### config.mk
export PLATFORM = sky130hd
export DESIGN_NAME = uart_receiver
export DESIGN_NICKNAME = d
export VERILOG_FILES = /design/src/rtl/uart_pkg.sv /design/src/rtl/rx_synchronizer.sv /design/src/rtl/uart_receiver.sv
export SDC_FILE = /design/constraint.sdc
export NUM_CORES = 1
export LEC_CHECK = 0
export CAP_MARGIN = 40
export CORE_UTILIZATION = 45
export DETAILED_ROUTE_END_ITERATION = 12
export PLACE_DENSITY = 0.72
export SLEW_MARGIN = 15
export SYNTH_ARGS = -nofsm -noshare
export SYNTH_HDL_FRONTEND = slang
export SYNTH_HIERARCHICAL = 1
export SYNTH_SLANG_ARGS = --single-unit
### constraint.sdc
create_clock -name i_clock -period 2.6 [get_ports i_clock]
set_clock_uncertainty 0.15 [all_clocks]
set_input_delay 0.78 -clock i_clock [delete_from_list [all_inputs] [get_ports i_clock]]
set_output_delay 0.78 -clock i_clock [all_outputs]
set_load 0.02 [all_outputs]
### src/rtl/uart_pkg.sv
// Shared UART definitions: receiver/transmitter state encoding and framing constants.
package uart_pkg;

  typedef enum logic [1:0] {
    IDLE  = 2'b00,
    START = 2'b01,
    DATA  = 2'b10,
    STOP  = 2'b11
  } uart_state_t;

  localparam int OVERSAMPLE      = 16;
  localparam int NB_DATA_DEFAULT = 8;

endpackage

### src/rtl/rx_synchronizer.sv
// Two-flop synchronizer for the serial line; resets to the idle (high) level.
module rx_synchronizer (
  input  logic clock,
  input  logic reset_n,
  input  logic din,
  output logic dout
);

  logic meta;

  // Resample the asynchronous line twice; reset to 1 so no false start is seen.
  always_ff @(posedge clock or negedge reset_n) begin
    if (!reset_n) begin
      meta <= 1'b1;
      dout <= 1'b1;
    end else begin
      meta <= din;
      dout <= meta;
    end
  end

endmodule

### src/rtl/uart_receiver.sv
// 8N1 UART receiver using a 16x oversampling tick; samples each bit at mid-bit.
// Optional input synchronizer enabled by defining UART_RECEIVER_SYNC_EN.
module uart_receiver
  import uart_pkg::*;
#(
  parameter int NB_DATA = NB_DATA_DEFAULT,
  parameter int SB_TICK = OVERSAMPLE
) (
  input  logic               i_clock,
  input  logic               i_reset,
  input  logic               i_tick,
  input  logic               i_rx,
  output logic [NB_DATA-1:0] o_rx_data,
  output logic               o_rx_done,
  output logic               o_frame_error
);

  localparam int              NW        = (NB_DATA > 1) ? $clog2(NB_DATA) : 1;
  localparam logic [3:0]      START_MID = 4'(OVERSAMPLE / 2 - 1);
  localparam logic [3:0]      BIT_LAST  = 4'(OVERSAMPLE - 1);
  localparam logic [3:0]      STOP_LAST = 4'(SB_TICK - 1);
  localparam logic [NW-1:0]   N_LAST    = NW'(NB_DATA - 1);

  logic rx;

`ifdef UART_RECEIVER_SYNC_EN
  rx_synchronizer u_rx_sync (
    .clock   (i_clock),
    .reset_n (i_reset),
    .din     (i_rx),
    .dout    (rx)
  );
`else
  assign rx = i_rx;
`endif

  uart_state_t        state, state_next;
  logic [3:0]         s, s_next;
  logic [NW-1:0]      n, n_next;
  logic [NB_DATA-1:0] b, b_next;
  logic [NB_DATA-1:0] data_next;
  logic               done_next;
  logic               ferr_next;

  // State, counters, shift register and registered outputs; reset drops any partial frame.
  always_ff @(posedge i_clock or negedge i_reset) begin
    if (!i_reset) begin
      state         <= IDLE;
      s             <= '0;
      n             <= '0;
      b             <= '0;
      o_rx_data     <= '0;
      o_rx_done     <= 1'b0;
      o_frame_error <= 1'b0;
    end else begin
      state         <= state_next;
      s             <= s_next;
      n             <= n_next;
      b             <= b_next;
      o_rx_data     <= data_next;
      o_rx_done     <= done_next;
      o_frame_error <= ferr_next;
    end
  end

  // Frame sequencing: everything but start-edge detection advances only on a tick.
  always_comb begin
    state_next = state;
    s_next     = s;
    n_next     = n;
    b_next     = b;
    data_next  = o_rx_data;
    ferr_next  = o_frame_error;
    done_next  = 1'b0;
    case (state)
      IDLE: begin
        if (!rx) begin
          state_next = START;
          s_next     = '0;
        end
      end
      START: begin
        if (i_tick) begin
          if (s == START_MID) begin
            s_next = '0;
            if (!rx) begin
              state_next = DATA;
              n_next     = '0;
            end else begin
              state_next = IDLE;
            end
          end else begin
            s_next = s + 4'd1;
          end
        end
      end
      DATA: begin
        if (i_tick) begin
          if (s == BIT_LAST) begin
            s_next = '0;
            b_next = {rx, b[NB_DATA-1:1]};
            if (n == N_LAST) begin
              state_next = STOP;
            end else begin
              n_next = n + NW'(1);
            end
          end else begin
            s_next = s + 4'd1;
          end
        end
      end
      STOP: begin
        if (i_tick) begin
          if (s == STOP_LAST) begin
            s_next     = '0;
            data_next  = b;
            ferr_next  = ~rx;
            done_next  = 1'b1;
            state_next = IDLE;
          end else begin
            s_next = s + 4'd1;
          end
        end
      end
      default: state_next = IDLE;
    endcase
  end

endmodule

==> metrics.txt, run 1 <==
outcome complete, no violations; destination of the worst hold path s[0]; I/O Buffers 13; top-count cell post-synth dfrtp_1; post-route ant nets 0; HP Class reg -> reg; Post-route DRC 0; worst reg2reg path depth 6; register share of total power 0.584; root buf cell clkbuf_4; Pint a little over 0.0006 W; slowest cell delay on critical path just over 0.6 ns; vias between 700 and 800; CTS buffer count 3; IO Count 14; top_reg_cell synth dfrtp_1; fmax ~450 MHz; gpl congestion slightly below 0.8; R2R setup slack about 0.51 ns; setup TNS 0 ns; first-pass GRT wire length 2960 um; Worst-Skew Late Latency around 0.32 ns; worst hold path cell count 1; ranking of synthesized cells by area dfrtp_1 (56%), mux2_2 (17%), ha_1 (3.1%); die area just under 0.003 mm2; min Tclk post-route between 2 and 2.5 ns; period utilization 0.855; clock share of power 0.201; initial drt markers 10; Total Power 0.000920 W; R2R Path Start n[0]; number of global-route vias before repair 660; Psw 0.000304 W; initial antenna violation count 0; clk slew on worst S/H paths around 0.15 ns; row cnt 18; DP Wirelength approximately 1300 um; family with the most delay on the worst path buffers and inverters; largest net degree at the start of global routing 28; layout cell share with drive strength beyond 1 0.273; RSZ-0062 raised after global routing false; register area share after synthesis 0.557; diodes inserted 0; number of synthesized flops with an enable pin 0; GRT Util Overall 0.148; postcts setup bufs 0; Avg Inst Size Synth ~13 um2; crit path cell chain clkdlybuf4s50_1; Distinct cells, synth 27; Worst EP required 1.67 ns; crit end category output pin; power per cell area 641 mW/mm2; Routed WL ~1800 um; Final #Nets ~120; CTS max path bufs 2; detailed-route wire length per cell roughly 13 um; maxcap violations 0; Pleak 0.661 nW; worst r2r dst n[0]; First-pass DRT Iterations 4; Slowest cell on crit path clkdlybuf4s50_1; H-Tree Depth 1; layout overhead on the synthesized area 18.1%; worst slew margin relative to its limit 0.705; Yosys reg bits 27; Post-synth top cells dfrtp_1 (27), mux2_2 (18), nand3_1 (7); GRT overflow 0; Synth Cell Area about 0.0012 mm2; setup violators final 0; syn nets 100; Hold Path Origin s[0]; Fin. Hold Viols 0; Data arrival, critical path approximately 1.3 ns; Initial Util 0.481; CP max FO 2; Slew Limit Fails 0; Die X approximately 54 um; # hold bufs at CTS 0; CTS tree done; Critical path buffers and inverters 1; cells after synthesis slightly above 90; Post-synth ARST share 1.00; Sw Ratio 0.331; Clock Sinks 27; Die Ht 53.9 um; post-synth top area share 0.557; Comb pwr share 0.215; Post-CTS Resized 0; worst setup path category reg -> out; Ys Warns 6; VDD IR max 0.324 mV; Slew @ Worst Pin between 0.4 and 0.5 ns; detailed-route vias per instance about 5.4; Startpoint Class register; largest area contributor in the netlist dfrtp_1; core box area ~0.0025 mm2
## how the worst max path moves through the flow
stage / startpoint / endpoint / slack (ns) / cells after the start
final: o_rx_data[5] / o_rx_data[5] / 0.38 / 1
after global routing: o_frame_error / o_frame_error / 0.30 / 1
after CTS: o_rx_data[7] / o_rx_data[7] / 0.35 / 1
after detailed placement: i_tick / b[7] / 0.03 / 4
after global placement: i_tick / b[7] / 0.05 / 4
after floorplan: i_tick / b[7] / 0.46 / 4
## power groups by stage
| stage | logic [W] | registers (W) | clock network (W) |
|---|---|---|---|
| after floorplan | 0.000211 | 0.000492 | 0 |
| after global placement | 0.000193 | 0.000543 | 0 |
| after detailed placement | 0.000200 | 0.000546 | 0 |
| after CTS | 0.000200 | 0.000538 | 0.000196 |
| after global routing | 0.000229 | 0.000549 | 0.000211 |
| final | 0.000198 | 0.000537 | 0.000185 |
## registers in the layout, summed over array words and instances (netlist names), named ones only
register,flops
o_frame_error,1
s,4
b,8
state,1
o_rx_done,1
o_rx_data,8
n,3
## layout make-up
class | instances | area [um2]
Clock buffer | 3 | 22.5
Multi-Input combinational cell | 60 | 510
Fill cell | 216 | 1090
Clock inverter | 1 | 7.51
Inverter | 2 | 7.51
Tap cell | 30 | 37.5
Sequential cell | 27 | 676
Timing Repair Buffer | 17 | 173
## cells by family (layout without fill, tap and decap cells)
| kind of cell | after synthesis | count (layout) | share of synthesized area |
|---|---|---|---|
| DFF | 27 | 27 | 0.557 |
| and+or+nand+nor | 22 | 22 | 0.114 |
| muxes | 20 | 20 | 0.184 |
| AOI/OAI and AO/OA | 13 | 13 | 0.0773 |
| buffers and inverters | 6 | 23 | 0.0227 |
| adders and majority gates | 3 | 3 | 0.0309 |
| xor gates and xnor gates | 2 | 2 | 0.0144 |
## routing by layer
layer,GRT usage,share of wire,vias to the layer above
li1,-,-,376
met1,0.192,0.51,370
met2,0.220,0.44,10
met3,0.0254,0.029,4
met4,0.105,0.026,0
met5,0,0,-
## through the flow
step / cells / setup WS, ns / instance area [um2] / util / hold slack [ns]
6_report: 140 / 0.376 / 1430 / 0.568 / 0.365
5_1_grt: 140 / 0.305 / 1430 / 0.568 / 0.387
4_1_cts: 140 / 0.348 / 1430 / 0.568 / 0.374
3_5_place_dp: 136 / 0.0281 / 1400 / 0.557 / 0.344
3_3_place_gp: 136 / 0.0494 / 1400 / 0.557 / 0.341
2_1_floorplan: 93 / 0.460 / 1210 / - / 0.320
## cells in the final DEF, fill, tap and decap left out, drive strengths merged
cell type,Yosys,layout
a22o,2,2
clkbuf,0,3
nand4,1,1
o311ai,1,1
o221ai,1,1
clkdlybuf4s50,0,13
ha,3,3
xnor2,1,1
or3b,1,1
and2,1,1
a32oi,1,1
nor3b,1,1
clkinvlp,0,1
o21ai,4,4
or3,1,1
buf,4,4
nor2b,1,1
mux2,18,18
dfrtp,27,27
nand3b,1,1
mux2i,2,2
nand3,7,7
a22oi,1,1
o31ai,3,3
nor2,4,4
inv,2,2
nand4b,1,1
nand2,3,3
xor2,1,1
(Power assumes the default switching activity.)
==> run 2, diff against run 1 <==
--- a/config.mk
+++ b/config.mk
@@ -5,7 +5,7 @@
 export SDC_FILE = /design/constraint.sdc
 export NUM_CORES = 1
 export LEC_CHECK = 0
-export CAP_MARGIN = 40
+export CAP_MARGIN = 20
 export CORE_UTILIZATION = 45
 export DETAILED_ROUTE_END_ITERATION = 12
 export PLACE_DENSITY = 0.72
==> results of run 2 <==
The final DEF is identical to that of run 1; final timing and power are the same.
==> run 3, diff against run 2 <==
--- a/config.mk
+++ b/config.mk
@@ -5,11 +5,11 @@
 export SDC_FILE = /design/constraint.sdc
 export NUM_CORES = 1
 export LEC_CHECK = 0
+export ABC_CLOCK_PERIOD_IN_PS = 2600
 export CAP_MARGIN = 20
 export CORE_UTILIZATION = 45
 export DETAILED_ROUTE_END_ITERATION = 12
 export PLACE_DENSITY = 0.72
-export SLEW_MARGIN = 15
 export SYNTH_ARGS = -nofsm -noshare
 export SYNTH_HDL_FRONTEND = slang
 export SYNTH_HIERARCHICAL = 1
==> results of run 3 <==
The final DEF is identical to that of run 1; final timing and power are the same.
